`src/rtl/v15_peak_detector.sv`:
```
// v15_peak_detector: finds pulses above a programmable threshold in the
// shaped-filter stream, records peak amplitude, peak timestamp and width,
// and queues each pulse as an event in a small first-word-fall-through FIFO.
// Optional feature macro: V15_PEAK_PILEUP_EN adds pile-up flagging
// (long pulses, or a second rise inside one pulse).
module v15_peak_detector #(
  parameter int DATA_W     = 16,
  parameter int TS_W       = 32,
  parameter int WIDTH_W    = 8,
  parameter int HOLDOFF    = 8,
  parameter int FIFO_DEPTH = 4
`ifdef V15_PEAK_PILEUP_EN
  ,
  parameter int MAX_WIDTH  = 64
`endif
) (
  input  logic                     clk,
  input  logic                     reset,
  input  logic signed [DATA_W-1:0] filter_data,
  input  logic signed [DATA_W-1:0] threshold,
  output logic                     evt_valid,
  input  logic                     evt_ready,
  output logic signed [DATA_W-1:0] evt_peak,
  output logic [TS_W-1:0]          evt_ts,
  output logic [WIDTH_W-1:0]       evt_width,
  output logic                     evt_pileup,
  output logic [7:0]               ovf_count,
  output logic                     busy
);

  localparam int PTR_W = $clog2(FIFO_DEPTH);
  localparam int HO_W  = $clog2(HOLDOFF + 1);

  typedef enum logic [1:0] {S_IDLE, S_TRACK, S_HOLD} state_t;

  state_t                   state, state_nxt;
  logic [HO_W-1:0]          hold_cnt, hold_nxt;

  logic signed [DATA_W-1:0] data_p0;
  logic                     vld_p0;
  logic [TS_W-1:0]          ts_p0;

  logic signed [DATA_W-1:0] thr_p1;
  logic signed [DATA_W-1:0] peak_p1;
  logic [TS_W-1:0]          peak_ts_p1;
  logic [WIDTH_W-1:0]       width_p1;
  logic [WIDTH_W-1:0]       width_inc;

  logic                     start, extend, push;
  logic                     pop, wr_en, drop, full, empty;
  logic [PTR_W:0]           wr_ptr, rd_ptr;
  logic [PTR_W-1:0]         wr_idx, rd_idx;

  logic signed [DATA_W-1:0] mem_peak  [FIFO_DEPTH];
  logic [TS_W-1:0]          mem_ts    [FIFO_DEPTH];
  logic [WIDTH_W-1:0]       mem_width [FIFO_DEPTH];

`ifdef V15_PEAK_PILEUP_EN
  localparam logic [WIDTH_W-1:0] MAX_WIDTH_L = WIDTH_W'(MAX_WIDTH);
  logic signed [DATA_W-1:0] prev_p1;
  logic                     fell_p1;
  logic                     pileup_p1;
  logic                     mem_pile [FIFO_DEPTH];
`endif

  function automatic logic [WIDTH_W-1:0] sat_inc_width(input logic [WIDTH_W-1:0] v);
    return (&v) ? v : v + WIDTH_W'(1);
  endfunction

  function automatic logic [7:0] sat_inc_cnt(input logic [7:0] v);
    return (&v) ? v : v + 8'd1;
  endfunction

  // ---- stage p0: input register and free-running timestamp ----
  // Sample register; vld_p0 marks it meaningful once reset has released.
  always_ff @(posedge clk) begin
    data_p0 <= filter_data;
  end

  // Valid flag and timestamp counter (wraps naturally).
  always_ff @(posedge clk or posedge reset) begin
    if (reset) begin
      vld_p0 <= 1'b0;
      ts_p0  <= '0;
    end else begin
      vld_p0 <= 1'b1;
      ts_p0  <= ts_p0 + TS_W'(1);
    end
  end

  // ---- stage p1: pulse tracking FSM ----
  // State register and holdoff counter.
  always_ff @(posedge clk or posedge reset) begin
    if (reset) begin
      state    <= S_IDLE;
      hold_cnt <= '0;
    end else begin
      state    <= state_nxt;
      hold_cnt <= hold_nxt;
    end
  end

  // Next-state logic: arm in IDLE, follow the pulse in TRACK, dead time in HOLD.
  always_comb begin
    state_nxt = state;
    hold_nxt  = hold_cnt;
    start     = 1'b0;
    extend    = 1'b0;
    push      = 1'b0;
    case (state)
      S_IDLE: begin
        if (vld_p0 && (data_p0 > threshold)) begin
          start     = 1'b1;
          state_nxt = S_TRACK;
        end
      end
      S_TRACK: begin
        if (data_p0 > thr_p1) begin
          extend = 1'b1;
        end else begin
          push      = 1'b1;
          state_nxt = S_HOLD;
          hold_nxt  = HO_W'(HOLDOFF - 1);
        end
      end
      S_HOLD: begin
        if (hold_cnt == '0) state_nxt = S_IDLE;
        else                hold_nxt  = hold_cnt - HO_W'(1);
      end
      default: state_nxt = S_IDLE;
    endcase
  end

  assign width_inc = sat_inc_width(width_p1);
  assign busy      = (state != S_IDLE);

  // Pulse measurement; threshold is frozen while a pulse is being followed.
  always_ff @(posedge clk) begin
    if (state == S_IDLE) thr_p1 <= threshold;
    if (start) begin
      peak_p1    <= data_p0;
      peak_ts_p1 <= ts_p0;
      width_p1   <= WIDTH_W'(1);
    end else if (extend) begin
      // strict compare keeps the earliest timestamp on a plateau
      if (data_p0 > peak_p1) begin
        peak_p1    <= data_p0;
        peak_ts_p1 <= ts_p0;
      end
      width_p1 <= width_inc;
    end
  end

`ifdef V15_PEAK_PILEUP_EN
  // Pile-up: pulse too long, or a rise seen after the pulse had started falling.
  always_ff @(posedge clk) begin
    if (start) begin
      prev_p1   <= data_p0;
      fell_p1   <= 1'b0;
      pileup_p1 <= (WIDTH_W'(1) >= MAX_WIDTH_L);
    end else if (extend) begin
      prev_p1   <= data_p0;
      fell_p1   <= fell_p1 | (data_p0 < prev_p1);
      pileup_p1 <= pileup_p1 | (fell_p1 && (data_p0 > prev_p1)) | (width_inc >= MAX_WIDTH_L);
    end
  end
`endif

  // ---- stage p2: event FIFO ----
  assign wr_idx    = wr_ptr[PTR_W-1:0];
  assign rd_idx    = rd_ptr[PTR_W-1:0];
  assign empty     = (wr_ptr == rd_ptr);
  assign full      = (wr_ptr[PTR_W] != rd_ptr[PTR_W]) && (wr_idx == rd_idx);
  assign evt_valid = !empty;
  assign pop       = evt_valid && evt_ready;
  // a pop in the same cycle frees the slot, so a full FIFO still accepts
  assign wr_en     = push && (!full || pop);
  assign drop      = push && full && !pop;

  // Pointers and drop counter.
  always_ff @(posedge clk or posedge reset) begin
    if (reset) begin
      wr_ptr    <= '0;
      rd_ptr    <= '0;
      ovf_count <= '0;
    end else begin
      if (wr_en) wr_ptr    <= wr_ptr + (PTR_W+1)'(1);
      if (pop)   rd_ptr    <= rd_ptr + (PTR_W+1)'(1);
      if (drop)  ovf_count <= sat_inc_cnt(ovf_count);
    end
  end

  // Event storage.
  always_ff @(posedge clk) begin
    if (wr_en) begin
      mem_peak[wr_idx]  <= peak_p1;
      mem_ts[wr_idx]    <= peak_ts_p1;
      mem_width[wr_idx] <= width_p1;
`ifdef V15_PEAK_PILEUP_EN
      mem_pile[wr_idx]  <= pileup_p1;
`endif
    end
  end

  // Head entry shown only while valid, so an empty FIFO drives zeros.
  assign evt_peak  = evt_valid ? mem_peak[rd_idx]  : '0;
  assign evt_ts    = evt_valid ? mem_ts[rd_idx]    : '0;
  assign evt_width = evt_valid ? mem_width[rd_idx] : '0;
`ifdef V15_PEAK_PILEUP_EN
  assign evt_pileup = evt_valid ? mem_pile[rd_idx] : 1'b0;
`else
  assign evt_pileup = 1'b0;
`endif

endmodule
```
`config.mk`:
```
export PLATFORM = sky130hd
export DESIGN_NAME = v15_peak_detector
export DESIGN_NICKNAME = d
export VERILOG_FILES = /design/src/rtl/v15_peak_detector.sv
export SDC_FILE = /design/constraint.sdc
export NUM_CORES = 1
export LEC_CHECK = 0
export ABC_AREA = 0
export CAP_MARGIN = 20
export CORE_ASPECT_RATIO = 0.9
export CORE_MARGIN = 8
export CORE_UTILIZATION = 45
export DETAILED_ROUTE_END_ITERATION = 10
export SLEW_MARGIN = 20
export SYNTH_ARGS = -nofsm -noshare
export SYNTH_HDL_FRONTEND = slang
export SYNTH_SLANG_ARGS = --single-unit
export TNS_END_PERCENT = 1
```
`constraint.sdc`:
```
create_clock -name clk -period 8.4 [get_ports clk]
set_input_delay 1.26 -clock clk [delete_from_list [all_inputs] [get_ports clk]]
set_output_delay 1.26 -clock clk [all_outputs]
set_load 0.02 [all_outputs]
```
After elaboration in Yosys (flattened, before gate mapping)
Memories as Yosys holds them, arrays and structs flattened.
Cells that the tools add are included.
{ "word_totals": {"mem_count": 3, "out_inout_bits": 67, "regBits": 141, "in_bits": 35, "mem_bits_rw": 224} }
{ "op_classes": {"n_eq_ne": 9, "add_sub_neg": 6, "bitwise": 2, "n_lt_le_gt_ge": 3, "n_reduce_logical": 23, "mux": 24} }
{ "mem_list": {"columns": ["name", "words", "width", "read_ports", "rd_clocked_by_memory_dff", "wr", "line_no", "rtl"], "rows": [
  ["mem_ts", 4, 32, 1, 0, 1, "55", "logic [TS_W-1:0] mem_ts [FIFO_DEPTH];"],
  ["mem_peak", 4, 16, 1, 0, 1, "54", "logic signed [DATA_W-1:0] mem_peak [FIFO_DEPTH];"],
  ["mem_width", 4, 8, 1, 0, 1, "56", "logic [WIDTH_W-1:0] mem_width [FIFO_DEPTH];"]
]} }
{ "ops": {"columns": ["operator", "n"], "rows": [
  ["$mux 32", 4],
  ["$mux 16", 4],
  ["$gt 16x16->1", 3],
  ["$add 32x1->32 const B", 1],
  ["$add 8x1->8 const B", 2],
  ["$reduce_and 8->1", 2],
  ["$mux 1", 8],
  ["$mux 4", 2],
  ["$mux 8", 1],
  ["$ne 2x2->1 const B", 4],
  ["$pmux 4 s2", 1],
  ["$reduce_bool 2->1", 4],
  ["$add 3x1->3 const B", 2],
  ["$logic_and 1x1->1", 6],
  ["$mux 2", 3],
  ["$pmux 2 s3", 1],
  ["$reduce_and 2->1", 3],
  ["$reduce_and 3->1", 2],
  ["$logic_not 4->1", 1],
  ["$sub 4x1->4 const B", 1],
  ["$eq 3x3->1", 1],
  ["$logic_not 1->1", 3],
  ["$eq 2x1->1 const B", 1],
  ["$eq 2x2->1", 1],
  ["5 further kinds", 6]
]} }

Depth between registers and ports, before layout
{ "logic_depth": {"depth_word": 7, "mapped_depth": 10, "ltp_nobuf": 9} }

Worst setup path after synthesis
No wires, ideal clock.
{ "synth_timing": {"path_type": "input to register", "start": "in threshold[5]", "end": "reg peak_p1[0] (enable)", "setup_ns": 0.387, "cell_stages": 8, "t_arrival_ns": 3.409, "setup_slack_ns": 4.604, "path_buffers": 0, "path_cell_list": "inv_1 -> ha_1 -> a211oi_1 -> nor2_1 -> nor4b_1 -> nor3_1 -> a311oi_1 -> a31o_2"} }
{ "synth_between": {"elab_chain_cells": 6, "elab_cells_between_ends": 7} }
{ "synth_rtl": {"columns": ["element", "line_no", "rtl"], "rows": [
  ["start: declaration", "20", "input logic signed [DATA_W-1:0] threshold,"],
  ["$gt 16x16->1 *", "112", "if (vld_p0 && (data_p0 > threshold)) begin"],
  ["$logic_and 1x1->1 *", "112", null],
  ["$mux 1 *", "112", null],
  ["$mux 1 *", "110", "case (state)"],
  ["$reduce_bool 2->1 (no line)", null, null],
  ["$reduce_and 2->1 (no line) *", null, null],
  ["end signal: assignment", "141", "peak_p1 <= data_p0;"],
  ["end signal: assignment", "147", "peak_p1 <= data_p0;"],
  ["end: declaration", "44", "logic signed [DATA_W-1:0] peak_p1;"]
]} }
Mark *: on every way between the ends. The rest lies on a longest branch, timed or not.
A chain may end at the register's enable or synchronous reset.

Worst setup path after layout
{ "layout_timing": {"start": "reg rd_ptr[0]", "end": "out evt_peak[0]"} }
{ "layout_between": {"elab_chain_cells": 2, "elab_cells_between_ends": 3} }
{ "layout_rtl": {"columns": ["element", "line_no", "rtl"], "rows": [
  ["start: declaration", "51", "logic [PTR_W:0] wr_ptr, rd_ptr;"],
  ["start signal: assignment", "188", "if (pop) rd_ptr <= rd_ptr + (PTR_W+1)'(1);"],
  ["$mem_v2 4x16 / $eq 3x3->1 (equally long branches)", null, null],
  ["$mux 16 *", "206", "assign evt_peak = evt_valid ? mem_peak[rd_idx] : '0;"],
  ["end: declaration", "23", "output logic signed [DATA_W-1:0] evt_peak,"]
]} }
Marks and branches as above.

==> run metrics <==
Slew HR=~31%; layout cell share with drive strength beyond 1=around 14%; area delta synth->final=18.6%; cell-internal power=4240 uW; sequential cell area fraction in the yosys report=70.7%; Std-Cell Rows=63; Remaining Overflow, GRT=0; Die Width=around 210 um; vias in the first global route=a little under 8000; power per cell area=between 300 and 400 nW/um^2; vias=approximately 7600; Final #Nets=roughly 1100; max_cap viols=0; io pins=a little over 100; clock power share=between 20% and 30%; Syn Nets=969; CP Data Required Time=7.14 ns; core area=approximately 33000 um^2; Seq pwr share=40.5%; final period utilization=a little over half; final setup fails=0; top area cells in the synthesized netlist=edfxtp_1 (59%), dfrtp_1 (9.0%), mux4_2 (8.5%), ha_1 (4.8%), dfxtp_1 (3.3%); TNS Setup=0 ns; Util after Layout=between 50% and 60%; IO Port Bufs=100; synthesized flop and latch total=around 370; status=completed; worst skew pair latency=0.52 ns; slew of the pin with the lowest slew margin=1.01 ns; CP arrival=~3.3 ns; drc violations=0; ys async rst share=between 10% and 20%; RR Endpoint=mem_ts[1][0]$_DFFE_PP_; Crit Reg-Reg Startpoint=data_p0[7]$_DFF_P_; Ant. Diodes=0; Max Clock Skew=between 0.01 and 0.015 ns; Routed Antenna Nets=0; Synth Cell Area=around 15000 um^2; worst-case reg-to-reg path depth=7; initial antenna violation count=0; critical path startpoint category=flip-flop; Tmin final=4.58 ns; critical path class=flip-flop to output pin; post-CTS setup buffers=0; post-route design area=about 18000 um^2; Max Buffers Root-to-Sink=3; EDFF count, synth=288; die span in y=approximately 190 um; commonest cells in the netlist=edfxtp_1 (288), inv_1 (60), nor2b_1 (60); Top FF cell, synth=edfxtp_1; hold_buf cts=0; Hold Path End=peak_p1[0]$_DFFE_PP_; H-tree depth=2; Clock Pin Slew Worst Setup and Hold Paths=~0.060 ns; RSZ-0062 raised after global routing=false; Yosys top cell by area=edfxtp_1; CP endpoint kind=output pin; DRT Pass-1 Iters=5; final WL=between 20 and 30 mm; die area=roughly 40000 um^2; top-count cell post-synth=edfxtp_1; synth warn=0; area share of the largest cell type after synthesis=slightly below 60%; GPL Wtd Cong=0.778; VDD IR-drop max=~0.18 mV; Yosys cell types=52; post-CTS sizing=0; worst min path class=flip-flop to flip-flop; Slew Limit Fails=0; initial core utilization=~45%; crit-path max FO=45; clock tree sinks=roughly 370; Worst Hold Launch=data_p0[0]$_DFF_P_; 1st-iter DRT viols=about 340; TritonCTS clock tree=done; Mapped Cells=877; Routed WL per cell=roughly 19 um; Comb power frac=approximately a third; global-route wire length before repair=~44 mm; Overall Global Routing Usage=between 10% and 20%; WHS Path Cells=0; Final Hold Viols=0; placed standard-cell area=roughly 16000 um^2; vias per cell=roughly 5.2; total CTS buffers=38; pin count of the biggest net entering global routing=59; DP HPWL=roughly 17 mm; Mean Syn Cell Area=approximately 17 um^2; flop-to-flop setup slack=around 4.8 ns; Switch Pwr=roughly 1900 uW; leakage power=0.00644 uW; FMAX=about 220 MHz; crit path from=rd_ptr[0]$_DFFE_PP0P_; CTS Root Cell=clkbuf_16; Switching Fraction=between 30% and 40%
==> worst max-delay path, stage by stage, from the launching register on <==
cell and delay (ns):
dfrtp_4 0.62, buf_4 0.77, mux4_2 0.63, nor2b_1 0.17, clkdlybuf4s50_1 0.59
==> placed cells by master (no fill, tap or decap), types with 11 or more instances in the layout <==
cell type / instances
a21oi_1: 21
and3_1: 13
buf_4: 11
clkbuf_16: 39
clkdlybuf4s50_1: 100
dfrtp_1: 51
dfxtp_1: 24
edfxtp_1: 288
ha_1: 57
inv_1: 59
mux4_2: 56
nand2_1: 25
nand3_1: 21
nand4_1: 24
nor2_1: 27
nor2b_1: 60
xnor2_1: 32
xor2_1: 12
==> sequential cells by signal, summed over array words and instances, names as in the netlist <==
name,flops
peak_ts_p1,32
mem_peak,64
ts_p0,32
wr_ptr,3
ovf_count,8
state,2
rd_ptr,3
thr_p1,16
hold_cnt,4
vld_p0,1
width_p1,8
peak_p1,16
data_p0,16
mem_width,32
mem_ts,128
==> power groups by stage <==
| stage | Combinational (uW) | Sequential (uW) | Clock [uW] |
|---|---|---|---|
| after global routing | 2210 | 2530 | 1760 |
| after detailed placement | 2060 | 2530 | 0 |
| after CTS | 2070 | 2500 | 1690 |
| final | 2010 | 2490 | 1640 |
| after floorplan | 1280 | 2450 | 0 |
| after global placement | 2060 | 2520 | 0 |
==> through the flow <==
stage          power (uW)  setup WS (ns)  cells  hold WS [ns]
4_1_cts              6260           3.69   1455         0.431
2_1_floorplan        3730           4.60    877         0.408
5_1_grt              6500           3.56   1455         0.436
3_5_place_dp         4600           3.76   1387         0.417
3_3_place_gp         4580           3.91   1387         0.417
6_report             6150           3.82   1455         0.429
==> cells by family after synthesis <==
kind of cell             after synthesis  synth area share, %
adder cells (fa/ha/maj)               57                 4.82
AND/OR/NAND/NOR                      203                 7.74
AO/OA/AOI/OAI                         59                 2.59
multiplexers                          64                 9.22
flip-flops                           365                 70.7
other                                  2               0.0508
buffers and inverters                 83                 2.24
XOR/XNOR                              44                 2.61
==> per-layer routing <==
metal / track usage [%] / share of wire (%)
met1: 19.0 / 45
met5: 0 / 0
met3: 3.40 / 5.7
met2: 23.5 / 47
met4: 4.12 / 2.2
==> final cells by class <==
| class | count | area [um^2] |
|---|---|---|
| clock buffer | 53 | 1070 |
| fill | 2678 | 15100 |
| multi-input combinational | 429 | 4000 |
| inverter | 60 | 225 |
| sequential | 365 | 10500 |
| clock inverter | 15 | 165 |
| timing repair buffer | 111 | 1080 |
| tap | 422 | 528 |
==> worst max path at each step <==
stage / endpoint / slack (ns) / depth (start not counted)
2_1_floorplan: peak_p1[0]$_DFFE_PP_ / 4.60 / 8
3_3_place_gp: peak_ts_p1[11]$_DFFE_PP_ / 3.91 / 10
3_5_place_dp: peak_ts_p1[14]$_DFFE_PP_ / 3.76 / 10
4_1_cts: evt_peak[0] / 3.69 / 4
5_1_grt: evt_peak[0] / 3.56 / 4
6_report: evt_peak[0] / 3.82 / 4
Power figures use the tool's default switching activity.
